## config.mk

```make
export PLATFORM = sky130hd
export DESIGN_NAME = imm_gen_pipe_flat
export DESIGN_NICKNAME = d
export VERILOG_FILES = /design/src/rtl/imm_gen_if.sv /design/src/rtl/imm_gen_pipe.sv /design/src/flat_wrapper.sv
export SDC_FILE = /design/constraint.sdc
export NUM_CORES = 1
export LEC_CHECK = 0
export BUFFER_PORTS_ARGS = -buffer_cell sky130_fd_sc_hd__clkbuf_2
export CAP_MARGIN = 30
export CORE_MARGIN = 2
export CORE_UTILIZATION = 59
export CTS_BUF_LIST = sky130_fd_sc_hd__clkbuf_2
export CTS_CLUSTER_DIAMETER = 120
export DETAILED_ROUTE_END_ITERATION = 6
export GPL_TIMING_DRIVEN = 0
export PLACE_DENSITY = 0.88
export SYNTH_ARGS = -nofsm -noshare
export SYNTH_HDL_FRONTEND = slang
export SYNTH_SLANG_ARGS = --single-unit
```

## constraint.sdc

```tcl
create_clock -name clk -period 2.5 [get_ports clk]
set_input_delay 0.5 -clock clk [delete_from_list [all_inputs] [get_ports clk]]
set_output_delay 0.5 -clock clk [all_outputs]
set_load 0.005 [all_outputs]
```

## src/rtl/imm_gen_if.sv

```systemverilog
// Valid/ready bus between decode, the immediate generator and the ALU/branch unit.
//   in_valid/in_ready/in_instr/in_tag     : instruction side
//   out_valid/out_ready/out_imm/out_fmt,
//   out_illegal/out_tag                   : result side
// slave is the generator's view, master is the view of the surrounding logic.
interface imm_gen_if #(
    parameter int unsigned XLEN  = 32,
    parameter int unsigned TAG_W = 5
);
    logic              in_valid;
    logic              in_ready;
    logic [31:0]       in_instr;
    logic [TAG_W-1:0]  in_tag;
    logic              out_valid;
    logic              out_ready;
    logic [XLEN-1:0]   out_imm;
    logic [2:0]        out_fmt;
    logic              out_illegal;
    logic [TAG_W-1:0]  out_tag;

    modport slave (
        input  in_valid, in_instr, in_tag, out_ready,
        output in_ready, out_valid, out_imm, out_fmt, out_illegal, out_tag
    );

    modport master (
        output in_valid, in_instr, in_tag, out_ready,
        input  in_ready, out_valid, out_imm, out_fmt, out_illegal, out_tag
    );
endinterface

```

## src/rtl/imm_gen_pipe.sv

```systemverilog
// Two-stage pipelined immediate generator for RV32/RV64 decode.
// Stage 1 captures the instruction, tag and decoded format; stage 2 holds the
// sign-extended immediate, format, illegal flag and tag.
// Ports:
//   clk, rst_n : clock (rising edge), asynchronous active-low reset
//   flush      : synchronous kill of both stages
//   bus        : imm_gen_if.slave, instruction in / result out handshake
//   ill_count  : saturating count of illegal results handed off
module imm_gen_pipe #(
    parameter int unsigned XLEN  = 32,
    parameter int unsigned TAG_W = 5
) (
    input  logic        clk,
    input  logic        rst_n,
    input  logic        flush,
    imm_gen_if.slave    bus,
    output logic [15:0] ill_count
);
    localparam int unsigned FMT_W   = 3;
    localparam int unsigned INSTR_W = 32;
    localparam bit          RV64    = (XLEN == 64);

    localparam logic [FMT_W-1:0] FMT_R   = 3'd0;
    localparam logic [FMT_W-1:0] FMT_I   = 3'd1;
    localparam logic [FMT_W-1:0] FMT_S   = 3'd2;
    localparam logic [FMT_W-1:0] FMT_B   = 3'd3;
    localparam logic [FMT_W-1:0] FMT_U   = 3'd4;
    localparam logic [FMT_W-1:0] FMT_J   = 3'd5;
    localparam logic [FMT_W-1:0] FMT_ILL = 3'd7;

    generate
        if (XLEN != 32 && XLEN != 64) begin : g_bad_xlen
            $error("imm_gen_pipe: XLEN must be 32 or 64");
        end
    endgenerate

    logic                s1_valid;
    logic [INSTR_W-1:0]  s1_instr;
    logic [TAG_W-1:0]    s1_tag;
    logic [FMT_W-1:0]    s1_fmt;

    logic                s2_valid;
    logic [XLEN-1:0]     s2_imm;
    logic [FMT_W-1:0]    s2_fmt;
    logic                s2_illegal;
    logic [TAG_W-1:0]    s2_tag;

    logic                s2_adv_c;
    logic                s1_adv_c;
    logic                in_fire_c;
    logic                out_fire_c;
    logic [FMT_W-1:0]    dec_fmt_c;
    logic [INSTR_W-1:0]  imm32_c;
    logic [XLEN-1:0]     imm_ext_c;

    // Handshake: a stage moves when it is empty or its consumer takes the entry.
    assign s2_adv_c   = !s2_valid || bus.out_ready;
    assign s1_adv_c   = !s1_valid || s2_adv_c;
    assign in_fire_c  = bus.in_valid && s1_adv_c;
    assign out_fire_c = s2_valid && bus.out_ready;

    assign bus.in_ready    = s1_adv_c;
    assign bus.out_valid   = s2_valid;
    assign bus.out_imm     = s2_imm;
    assign bus.out_fmt     = s2_fmt;
    assign bus.out_illegal = s2_illegal;
    assign bus.out_tag     = s2_tag;

    // Opcode to format; the W-suffixed opcodes exist only on RV64.
    always_comb begin
        dec_fmt_c = FMT_ILL;
        case (bus.in_instr[6:0])
            7'b0010011,
            7'b0000011,
            7'b1100111,
            7'b1110011: dec_fmt_c = FMT_I;
            7'b0011011: dec_fmt_c = RV64 ? FMT_I : FMT_ILL;
            7'b0100011: dec_fmt_c = FMT_S;
            7'b1100011: dec_fmt_c = FMT_B;
            7'b0110111,
            7'b0010111: dec_fmt_c = FMT_U;
            7'b1101111: dec_fmt_c = FMT_J;
            7'b0110011: dec_fmt_c = FMT_R;
            7'b0111011: dec_fmt_c = RV64 ? FMT_R : FMT_ILL;
            default:    dec_fmt_c = FMT_ILL;
        endcase
    end

    // Immediate assembled as a 32-bit signed value, then widened to XLEN.
    always_comb begin
        imm32_c = '0;
        case (s1_fmt)
            FMT_I: imm32_c = {{20{s1_instr[31]}}, s1_instr[31:20]};
            FMT_S: imm32_c = {{20{s1_instr[31]}}, s1_instr[31:25], s1_instr[11:7]};
            FMT_B: imm32_c = {{19{s1_instr[31]}}, s1_instr[31], s1_instr[7],
                              s1_instr[30:25], s1_instr[11:8], 1'b0};
            FMT_U: imm32_c = {s1_instr[31:12], 12'b0};
            FMT_J: imm32_c = {{11{s1_instr[31]}}, s1_instr[31], s1_instr[19:12],
                              s1_instr[20], s1_instr[30:21], 1'b0};
            default: imm32_c = '0;
        endcase
    end

    assign imm_ext_c = XLEN'($signed(imm32_c));

    // Stage 1: instruction, tag and decoded format.
    always_ff @(posedge clk or negedge rst_n) begin
        if (!rst_n) begin
            s1_valid <= 1'b0;
            s1_instr <= '0;
            s1_tag   <= '0;
            s1_fmt   <= FMT_R;
        end else begin
            if (flush) begin
                s1_valid <= 1'b0;
            end else if (s1_adv_c) begin
                s1_valid <= bus.in_valid;
            end
            if (in_fire_c) begin
                s1_instr <= bus.in_instr;
                s1_tag   <= bus.in_tag;
                s1_fmt   <= dec_fmt_c;
            end
        end
    end

    // Stage 2: result registers, held while the consumer stalls.
    always_ff @(posedge clk or negedge rst_n) begin
        if (!rst_n) begin
            s2_valid   <= 1'b0;
            s2_imm     <= '0;
            s2_fmt     <= FMT_R;
            s2_illegal <= 1'b0;
            s2_tag     <= '0;
        end else begin
            if (flush) begin
                s2_valid <= 1'b0;
            end else if (s2_adv_c) begin
                s2_valid <= s1_valid;
            end
            if (s2_adv_c && s1_valid) begin
                s2_imm     <= imm_ext_c;
                s2_fmt     <= s1_fmt;
                s2_illegal <= (s1_fmt == FMT_ILL);
                s2_tag     <= s1_tag;
            end
        end
    end

    // Illegal results handed off, saturating; flush does not affect it.
    always_ff @(posedge clk or negedge rst_n) begin
        if (!rst_n) begin
            ill_count <= '0;
        end else if (out_fire_c && s2_illegal && (ill_count != 16'hFFFF)) begin
            ill_count <= ill_count + 16'd1;
        end
    end
endmodule

```

## src/flat_wrapper.sv

```systemverilog
// flat-port wrapper written by rule: the top's interface ports become plain ports
module imm_gen_pipe_flat 
#(
    parameter int unsigned XLEN  = 32,
    parameter int unsigned TAG_W = 5
)
  (clk, rst_n, flush, ill_count, bus_in_valid, bus_in_instr, bus_in_tag, bus_out_ready, bus_in_ready, bus_out_valid, bus_out_imm, bus_out_fmt, bus_out_illegal, bus_out_tag);
  imm_gen_if #(.XLEN(XLEN), .TAG_W(TAG_W)) bus_i ();
  input  logic clk;
  input  logic rst_n;
  input  logic flush;
  output logic [15:0] ill_count;
  input wire logic [$bits(bus_i.in_valid)-1:0] bus_in_valid;
  input wire logic [$bits(bus_i.in_instr)-1:0] bus_in_instr;
  input wire logic [$bits(bus_i.in_tag)-1:0] bus_in_tag;
  input wire logic [$bits(bus_i.out_ready)-1:0] bus_out_ready;
  output wire logic [$bits(bus_i.in_ready)-1:0] bus_in_ready;
  output wire logic [$bits(bus_i.out_valid)-1:0] bus_out_valid;
  output wire logic [$bits(bus_i.out_imm)-1:0] bus_out_imm;
  output wire logic [$bits(bus_i.out_fmt)-1:0] bus_out_fmt;
  output wire logic [$bits(bus_i.out_illegal)-1:0] bus_out_illegal;
  output wire logic [$bits(bus_i.out_tag)-1:0] bus_out_tag;
  assign bus_i.in_valid = bus_in_valid;
  assign bus_i.in_instr = bus_in_instr;
  assign bus_i.in_tag = bus_in_tag;
  assign bus_i.out_ready = bus_out_ready;
  assign bus_in_ready = bus_i.in_ready;
  assign bus_out_valid = bus_i.out_valid;
  assign bus_out_imm = bus_i.out_imm;
  assign bus_out_fmt = bus_i.out_fmt;
  assign bus_out_illegal = bus_i.out_illegal;
  assign bus_out_tag = bus_i.out_tag;
  imm_gen_pipe #(.XLEN(XLEN), .TAG_W(TAG_W)) u_core (.clk(clk), .rst_n(rst_n), .flush(flush), .bus(bus_i), .ill_count(ill_count));
endmodule
```

# == After elaboration in Yosys (flattened, before gate mapping) ==
# Cells that the tools add are included.
# classes
addsub,1
n_mux,6
reduce_logical,13
eq_ne,17
# ops
cell,n
$pmux W32 S5,1
$eq A7 B7 Y1 const B,4
$eq A7 B6 Y1 const B,3
$pmux W3 S6,1
$add A16 B1 Y16 const B,1
$ne A16 B16 Y1 const B,1
$eq A7 B5 Y1 const B,2
$eq A3 B3 Y1 const B,3
$eq A7 B2 Y1 const B,1
$eq A3 B2 Y1 const B,2
$logic_and A1 B1 Y1,5
$mux W1,4
$reduce_bool A2 Y1,2
$reduce_or A4 Y1,1
$eq A3 B1 Y1 const B,1
$logic_not A1 Y1,2
$logic_or A1 B1 Y1,2
$reduce_or A2 Y1,1
# word_totals
inputBits,42
reg_bits,99
word_cells,47
output_inout_bits,59

# == Longest topological paths before layout ==
# Gate-level depths: netlist of the first run.
# logic_depth
word_depth,5
ltp_mapped,6
mapped_depth_nobuf,5

# == Worst setup path before layout of the first run ==
# Ideal clock, no wire load.
# synth_path
path_kind,reg-to-reg
from,register u_core.ill_count[0]
to,register u_core.ill_count[12]
setup_time_ps,125
setup_slack_ps,731
stages_incl_launch_ff,6
arrival_time_ps,1644
n_path_buf,0
period_less_slack_ps,1769
cell_sequence,dfrtp_1 > ha_1 > nand3_1 > or3_4 > nor2_1 > mux2_2
# synth_between
elab_chain_len,2
word_cells_on_any_way,3
classes_between,1 x add/sub; 1 x eq/ne; 1 x reduce/logical
# synth_lines
element,line,text
from (decl),imm_gen_pipe.sv:17,output logic [15:0] ill_count
from (signal assigned),imm_gen_pipe.sv:155,ill_count <= ill_count + 16'd1;
branches (longest 2 deep; another with $add A16 B1 Y16),--,
# Several ways; the timed one is not identified.
# A chain may end at the register's enable or synchronous reset.

# == Final worst setup path of the first run ==
# Same ends and word-level chain as after synthesis.

==> results of run 1 <==
==> metal layers <==
layer | GRT usage [%] | part of all wire, %
met4 | 11.8 | 2.5
met2 | 39.2 | 50
met3 | 4.77 | 5.7
met1 | 33.3 | 42
met5 | 0 | 0
==> through the flow <==
stage,power (mW),setup slack [ps],cell area [um^2]
after detailed placement,2.36,487,4540
after CTS,3.15,572,4680
after global routing,3.28,483,4680
after global placement,2.32,-56.9,4510
final,3.14,562,4680
after floorplan,2.07,731,3920
==> cells by family after synthesis <==
group / after synthesis / synth area share [%]
buffers and inverters: 23 / 2.49
muxes: 44 / 12.6
xor gates and xnor gates: 13 / 2.91
DFF: 92 / 58.8
AOI/OAI and AO/OA: 71 / 11.1
adders and majority gates: 1 / 0.319
and+or+nand+nor: 86 / 11.8
==> worst max path at each step <==
stage	start	end	slack [ps]	depth (start not counted)
2_1_floorplan	u_core.ill_count[0]	u_core.ill_count[12]	730	5
3_3_place_gp	rst_n	u_core.s1_instr[14]	-60	1
3_5_place_dp	bus_out_ready	u_core.s1_instr[19]	490	5
4_1_cts	u_core.ill_count[0]	u_core.ill_count[12]	570	5
5_1_grt	u_core.ill_count[0]	u_core.ill_count[12]	480	5
6_report	u_core.ill_count[0]	u_core.ill_count[12]	560	5
==> repair_timing <==
action,in CTS,in global routing
endpoints found under the hold margin,39,0
resized for setup,0,0
hold buffers,1,0
endpoints found under the setup margin,0,0
==> sequential cells by signal (all words and copies together), names as in the netlist <==
signal,cells
u_core.s1_fmt,3
u_core.ill_count,16
u_core.bus.out_fmt,3
u_core.s1_tag,5
u_core.s1_instr,25
u_core.bus.out_illegal,1
u_core.bus.out_valid,1
u_core.s1_valid,1
u_core.bus.out_tag,5
u_core.bus.out_imm,32
==> worst register-to-register path: cells and delay by family (launching register included) <==
family / cells / cell delay [ps]
simple gates: 3 / 810
mux: 1 / 340
flops: 1 / 490
fa+ha+maj: 1 / 230
==> area by class of cell <==
type | instances | area share, %
Buffer | 18 | 1.68
Multi-Input combinational cell | 215 | 32.4
Tap cell | 77 | 2.06
Sequential cell | 92 | 49.2
Inverter | 5 | 0.401
Clock buffer | 10 | 1.07
Clock inverter | 6 | 1.68
Timing Repair Buffer | 102 | 11.5
==> placed cells by master (no fill, tap or decap), types with 2 or more instances in the layout <==
cell	instances
clkbuf_2	109
clkinv_1	3
o21ai_0	29
nor2_1	9
nand4_1	3
nor2b_1	6
a22oi_1	15
a21oi_1	13
nor4b_1	2
nand2_1	37
bufinv_16	2
a22o_1	6
buf_2	9
xor2_1	12
dfrtp_1	92
inv_1	5
nor4_1	4
clkbuf_1	8
mux2_2	42
nand3_1	7
mux2i_1	2
nor3_1	8
==> power by group through the flow <==
stage                     Combinational, mW  Sequential, mW  Clock, mW
after detailed placement              0.536            1.83          0
final                                 0.534            1.80      0.808
after global routing                  0.594            1.82      0.866
after floorplan                       0.261            1.81          0
after CTS                             0.542            1.80      0.808
after global placement                0.503            1.82          0
==> metrics.txt, run 1 <==
worst-skew pair later-pin latency approximately 530 ps; period utilization about 78%; crit path buf inv count 0; Reg area ~2300 um^2; Core Rows 29; PwrDens approximately 670 nW/um^2; worst r2r src u_core.ill_count[0]; initial detailed-routing violation count ~120; Synth area leader dfrtp_1; CP Max Fanout 5; Initial Util approximately 60%; Net count, final slightly below 500; core area about 6400 um^2; Syn Nets 373; DRC violations left 0; CP top delay family simple AND/OR/NAND/NOR gates; Max stage delay on crit path between 400 and 500 ps; crit path launch type flop; TritonCTS clock tree built; Final setup viols 0; net switching power 0.880 mW; diodes inserted 0; GP Congestion about 0.80; Post-synth ARST share between 90% and 100%; RSZ-0062 raised after global routing false; die height around 85 um; drt via density about 5.8; Yosys reg bits 92; cell with the most instances after synthesis dfrtp_1; WP data required 2960 ps; Post-CTS Setup Bufs 0; largest net degree at the start of global routing between 50 and 60; Reg2Reg Capture Point u_core.ill_count[12]; Worst-Margin Slew ~580 ps; Synthesis Warnings 0; ranking of synthesized cells by area dfrtp_1 59%, mux2_2 12%, o21ai_0 3.7%; initial antenna violation count 0; Post-Syn Area per Cell 11.9 um^2; DP HPWL between 6000 and 7000 um; IO buf count 100; WHS between 80 and 90 ps; Pleak ~2.3 nW; Multi-input gate area ~1500 um^2; fin util roughly 73%; share of the synthesized area in the top cell type 58.8%; area delta synth->final 19.5%; GRT Util Overall roughly a quarter; share of post-route cells with drive strength above 1 38.4%; Die W approximately 85 um; # fillers ~450; CP endpoint kind flop; Reg power frac 57.3%; worst path cell trace ha_1 > nand3_1 > or3_4 > nor2_1 > mux2_2; number of iterations in the first detailed-routing pass 6; H-tree depth 3; CP Class flop to flop; number of flops mapped to enable cells by yosys 0; clock share of power 25.7%; Final TNS setup 0 ps; Cells after Synth 330; final critical-path required period a little under 2000 ps; CP Data Arrival Time between 2000 and 2500 ps; hold_sp flush; vias in the first global route 2942; Synth cell types 40; first-pass GRT wire length 14100 um; total gr overflow 0; Fmax roughly 520 MHz; peak supply drop approximately 0.42 mV; final wirelength between 8000 and 9000 um; sequential area share after synthesis 58.8%; Max-Cap Viols 0; Clock transition at path regs between 200 and 250 ps; Hold Path Sink u_core.s1_valid; Non-Filler Instances approximately 530; HP Class input pin to flop; Antenna Violating Nets Remaining 0; Sinks on Clock Net 92; via count 3060; combinational share of power between 10% and 20%; Slew HR 61.3%; Root Driver clkbuf_2; drt wl/cell 16.3 um; CP max-delay cell dfrtp_1; final count of hold timing violations 0; synth cell count leaders 92 x dfrtp_1, 42 x mux2_2, 37 x nand2_1, 29 x o21ai_0, 15 x a22oi_1; Worst Skew roughly 21 ps; Top FF cell, synth dfrtp_1; I/O pin count 101; die area around 7300 um^2; Internal Power around 2.3 mW; Inst Count DP a little over 500; Worst R2R Path Depth 5; reg-to-reg slack, setup 560 ps; Sw Ratio between 20 and 30%; synthesized area ~3900 um^2; Max clock buf depth 2; TritonCTS Buffers 9; status complete, no violations; hold depth 2; Slew Viols, Final 0
(Power assumes the default switching activity.)
==> inputs of run 2 (changes only) <==
CORE_UTILIZATION = 49   (was 59)
PLACE_DENSITY = 0.78   (was 0.88)
clock period = 1.7 ns   (was 2.5 ns; I/O delays follow)
==> run 2 against run 1 <==
Effect of this change:
- the run now ends with setup timing left
- via count up 2.3%
- combinational power up 72%
- core utilization down 6.8 points
- worst setup slack worse by 590 ps
- largest power group unchanged
- routed wire length up 7.2%
- clock-buffer cell count down 1
- sequential power up 48%
- cell area up 9.9%
- fmax up 12%
- worst hold slack worse by 51 ps
- clock power up 40%
==> metrics.txt, run 2 (synthesized netlist as in run 1, its figures left out) <==
WP data required between 2000 and 2500 ps; area delta synth->final 31.3%; GP Congestion between 0.8 and 0.9; initial antenna violation count 0; first-pass GRT wire length approximately 15000 um; max reg flops 32; IO buf count 100; via count between 3000 and 4000; drt wl/cell ~16 um; Reg power frac a little under three fifths; I/O pin count around 100; CP Data Arrival Time 2190 ps; Internal Power 3.32 mW; final count of hold timing violations 0; Max-Cap Viols 0; failing checks setup timing; share of post-route cells with drive strength above 1 between 40% and 50%; most common cell after layout, fill and taps aside clkbuf_2; Worst-Margin Slew between 500 and 600 ps; TritonCTS Buffers 9; Final TNS setup -24.6 ps; core area between 7000 and 8000 um^2; Die W roughly 93 um; hold depth 2; DP HPWL about 6400 um; largest net degree at the start of global routing 56; number of iterations in the first detailed-routing pass 5; Inst Count DP 533; GRT Util Overall 22.1%; RSZ-0062 raised after global routing true; die area 8730 um^2; drt via density about 5.3; final critical-path required period 1720 ps; DRC violations left 0; post-layout worst setup margin -24.6 ps; PwrDens 915 nW/um^2; Max clock buf depth 2; Fmax 580 MHz; Slew HR about 63%; CP Class flop to flop; design area 5140 um^2; Worst Skew approximately 32 ps; peak supply drop about 0.49 mV; Final setup viols 1; fin util about two thirds; Sw Ratio 29.4%; combinational share of power a little under 20%; net switching power ~1.4 mW; Slew Viols, Final 0; Pleak around 2.5 nW; Net count, final 524; final wirelength 9190 um; clock share of power approximately a quarter; Core Rows 32; initial detailed-routing violation count around 140; die height about 93 um; CP endpoint kind flop; crit path launch type flop; TritonCTS clock tree built; CP Max Fanout 9; placed standard-cell area around 4600 um^2; H-tree depth 3; Clock transition at path regs 260 ps; most frequent cells in the layout 113 x clkbuf_2, 84 x dfrtp_1, 41 x mux2_2, 36 x nand2_1, 29 x o21ai_0; diodes inserted 0; period utilization 101%; Non-Filler Instances slightly below 600; worst-skew pair later-pin latency between 500 and 600 ps; Worst R2R Path Depth 5; Root Driver clkbuf_2; Antenna Violating Nets Remaining 0; total gr overflow 0; HP Class input pin to flop; Sinks on Clock Net 92; status finished with violations; Initial Util about half; vias in the first global route approximately 3200
## run 2: changes by cell type in the layout (fill, tap and decap cells not counted), moves of 3 or more
cell	change
buf_2	-4
buf_4	+17
clkbuf_1	-6
clkbuf_2	+4
clkbuf_4	+4
clkinv_1	-3
dfrtp_1	-8
dfrtp_2	+8
dlygate4sd3_1	+23
inv_6	+3
## run 2: what timing repair did
| action | in CTS | in global routing |
|---|---|---|
| buffers inserted | 9 | 7 |
| endpoints found under the hold margin | 60 | 0 |
| hold buffers | 24 | 0 |
| endpoints found under the setup margin | 50 | 49 |
| resized for setup | 7 | 23 |
| pin swaps | 3 | 4 |
## run 2: area by class of cell
| class | instances | area, um^2 |
|---|---|---|
| fillers | 614 | 2580 |
| flip-flops and latches | 92 | 2310 |
| multi-input cells | 215 | 1580 |
| repair buffers | 141 | 891 |
| well taps | 102 | 128 |
| plain buffers | 17 | 95.1 |
| clock inverters | 7 | 80.1 |
| clock buffers | 9 | 45.0 |
| inverters | 5 | 18.8 |
## run 2: worst paths after layout
check,to,start,slack (ps)
max,u_core.ill_count[13],u_core.bus.out_valid,-20
min reg2reg,u_core.bus.out_imm[29],u_core.bus.out_imm[29],510
max reg2reg,u_core.ill_count[13],u_core.bus.out_valid,-20
min,u_core.s1_instr[9],bus_in_instr[9],30
max in group asynchronous,u_core.bus.out_imm[8],rst_n,720
min in group asynchronous,u_core.ill_count[7],rst_n,300
## run 2: metrics by stage
| step | hold WS [ps] | worst slack [ps] | power, mW |
|---|---|---|---|
| 2_1_floorplan | 44.4 | 35.6 | 3.07 |
| 3_3_place_gp | 462 | -731 | 3.45 |
| 3_5_place_dp | 392 | -176 | 3.50 |
| 4_1_cts | 0.772 | 10.2 | 4.72 |
| 5_1_grt | 6.96 | -126 | 4.96 |
| 6_report | 33.8 | -24.6 | 4.71 |
## run 2: power by group through the flow
stage | Sequential [mW] | Combinational, mW | Clock [mW]
6_report | 2.66 | 0.919 | 1.13
3_3_place_gp | 2.68 | 0.762 | 0
2_1_floorplan | 2.67 | 0.398 | 0
5_1_grt | 2.69 | 1.03 | 1.23
3_5_place_dp | 2.70 | 0.801 | 0
4_1_cts | 2.65 | 0.910 | 1.16
## run 2: critical path: stages, from the launching register on
cell	delay (ps)
dfrtp_2	450
buf_4	130
nand3_4	120
or4_4	580
nor3_1	240
xor2_1	160
## run 2: metal layers
| layer | global-route usage, % | vias up | part of all wire [%] |
|---|---|---|---|
| met2 | 37.4 | 95 | 50 |
| met5 | 0 | - | 0 |
| met3 | 3.87 | 19 | 4.9 |
| met4 | 8.58 | 0 | 2.0 |
| met1 | 28.2 | 1536 | 43 |
| li1 | - | 1480 | - |
==> inputs of run 3 (changes only) <==
ABC_AREA = 1   (was not set)
CORE_UTILIZATION = 50   (was 49)
==> run 3 against run 2 <==
Effect of this change:
- the flow now finishes without violations
- cell area up 5.9%
- flip-flop and latch count is the same
- worst hold slack gained 8.6 ps
- worst setup slack gained 120 ps
- sequential share of layout area shrank 2.6 points
==> metrics.txt, run 3 <==
status complete, no violations; crit path buf inv count 2; # fillers ~690; Root Driver clkbuf_2; drt via density about 5.2; IO buf count 100; initial detailed-routing violation count roughly 210; fin util 66.3%; CP top delay family flip-flops; total gr overflow 0; CP Data Arrival Time ~1300 ps; peak supply drop about 0.52 mV; Die W 96.1 um; final critical-path required period 1610 ps; vias in the first global route ~3800; Inst Count DP ~740; ranking of synthesized cells by area dfrtp_1 54%, nand2_1 20%, o21ai_0 6.6%; share of the synthesized area in the top cell type between 50% and 60%; TritonCTS clock tree built; DRC violations left 0; placed standard-cell area roughly 5000 um^2; DP HPWL about 7700 um; most frequent cells in the layout 222 x nand2_1, 112 x clkbuf_2, 89 x dfrtp_1, 56 x o21ai_0, 49 x inv_1; final count of hold timing violations 0; via count 4108; Worst Skew between 30 and 40 ps; CP Class flop to output port; Synth area leader dfrtp_1; TritonCTS Buffers 9; Pleak 2.95 nW; share of post-route cells with drive strength above 1 between 20% and 30%; Max stage delay on crit path ~460 ps; worst-skew pair later-pin latency 590 ps; PwrDens roughly 900 nW/um^2; Top FF cell, synth dfrtp_1; Syn Nets approximately 580; Final setup viols 0; die area 9230 um^2; number of flops mapped to enable cells by yosys 0; die height between 90 and 100 um; sequential area share after synthesis between 50 and 60%; Fmax between 600 and 700 MHz; GP Congestion 0.838; number of iterations in the first detailed-routing pass 5; Core Rows 33; Cells after Synth around 540; Synth cell types 30; I/O pin count ~100; Initial Util between 50% and 60%; max reg flops 32; Antenna Violating Nets Remaining 0; synth cell count leaders 224 x nand2_1, 92 x dfrtp_1, 56 x o21ai_0, 50 x inv_1, 27 x nand3_1; largest net degree at the start of global routing 48; Post-synth ARST share between 90% and 100%; RSZ-0062 raised after global routing false; drt wl/cell between 10 and 15 um; initial antenna violation count 0; Max clock buf depth 2; Post-Syn Area per Cell 7.91 um^2; Synthesis Warnings 0; worst path cell trace buf_6 > clkbuf_2; CP endpoint kind output port; HP Class input pin to flop; most common cell after layout, fill and taps aside nand2_1; Net count, final between 700 and 800; core area around 8200 um^2; design area 5450 um^2; reg-to-reg slack, setup between 100 and 150 ps; WP data required around 1400 ps; Slew Viols, Final 0; final wirelength between 10000 and 15000 um; crit path launch type flop; Non-Filler Instances around 800; GRT Util Overall about 25%; cell with the most instances after synthesis nand2_1; CP Max Fanout 4; Worst-Margin Slew ~660 ps; Max-Cap Viols 0; diodes inserted 0; area delta synth->final 28.6%; first-pass GRT wire length around 18000 um; CP max-delay cell dfrtp_1; synthesized area between 4000 and 5000 um^2; Sinks on Clock Net 92; Yosys reg bits 92; total power 4.88 mW; period utilization 94.6%; Clock transition at path regs 260 ps; Slew HR a little under three fifths; H-tree depth 3
==> run 3: final cells by class <==
type	count	area, um^2	share of cell area, %
plain buffers	19	98.8	1.81
clock buffers	9	45.0	0.826
clock inverters	7	98.8	1.81
inverters	54	205	3.76
multi-input cells	371	1650	30.3
flip-flops and latches	92	2310	42.3
well taps	105	131	2.41
repair buffers	140	913	16.8
==> run 3: worst min-delay path, delay by kind of cell <==
family	cells	cell delay, ps
compound gates	1	60
buf+inv	2	140
simple gates	1	70
==> run 3: final timing paths <==
check / from / to / cells past startpoint
worst min-delay path: bus_out_ready / u_core.s1_valid / 4
worst max register to register: u_core.ill_count[1] / u_core.ill_count[10] / 9
worst min register to register: u_core.s1_instr[29] / u_core.bus.out_imm[9] / 2
min in group asynchronous: rst_n / u_core.s1_instr[16] / 2
max in group asynchronous: rst_n / u_core.ill_count[10] / 3
worst max-delay path: u_core.ill_count[1] / ill_count[1] / 2
==> run 3: routing by layer <==
metal  GRT usage (%)  vias to the layer above  routed length, um
met5               0                        -                  0
met4            8.21                        0                255
met3            5.56                       27                628
met2            41.8                      140               5440
met1            33.4                     1968               4580
li1                -                     1973                  -
==> run 3: cell families after synthesis <==
family                     share of synthesized area, %
xor gates and xnor gates                           1.86
adders and majority gates                         0.295
AOI/OAI and AO/OA                                  9.01
and+or+nand+nor                                    27.5
buffers and inverters                              7.00
DFF                                                54.3
==> run 3: report_power, final <==
part | switching, mW | total, mW | internal [mW]
sequential | 0.173 | 2.62 | 2.44
clock | 0.792 | 1.29 | 0.496
combinational | 0.532 | 0.977 | 0.445
total | 1.50 | 4.88 | 3.38
==> run 3: per-stage QoR <==
stage / hold WS, ps / TNS, ps / setup WS [ps]
floorplan: 44.4 / 0 / 141
global placement: 464 / -70930 / -773
detailed placement: 433 / -932 / -99.3
CTS: 8.39 / 0 / 18.0
global route: 9.56 / 0 / 4.11
finish: 42.5 / 0 / 92.3
==> run 3: timing repair <==
action	in CTS	in global routing
endpoints found under the hold margin	77	0
pin swaps	1	1
endpoints found under the setup margin	11	47
hold buffers	33	0
buffers inserted	3	3
gates resized for setup	1	18
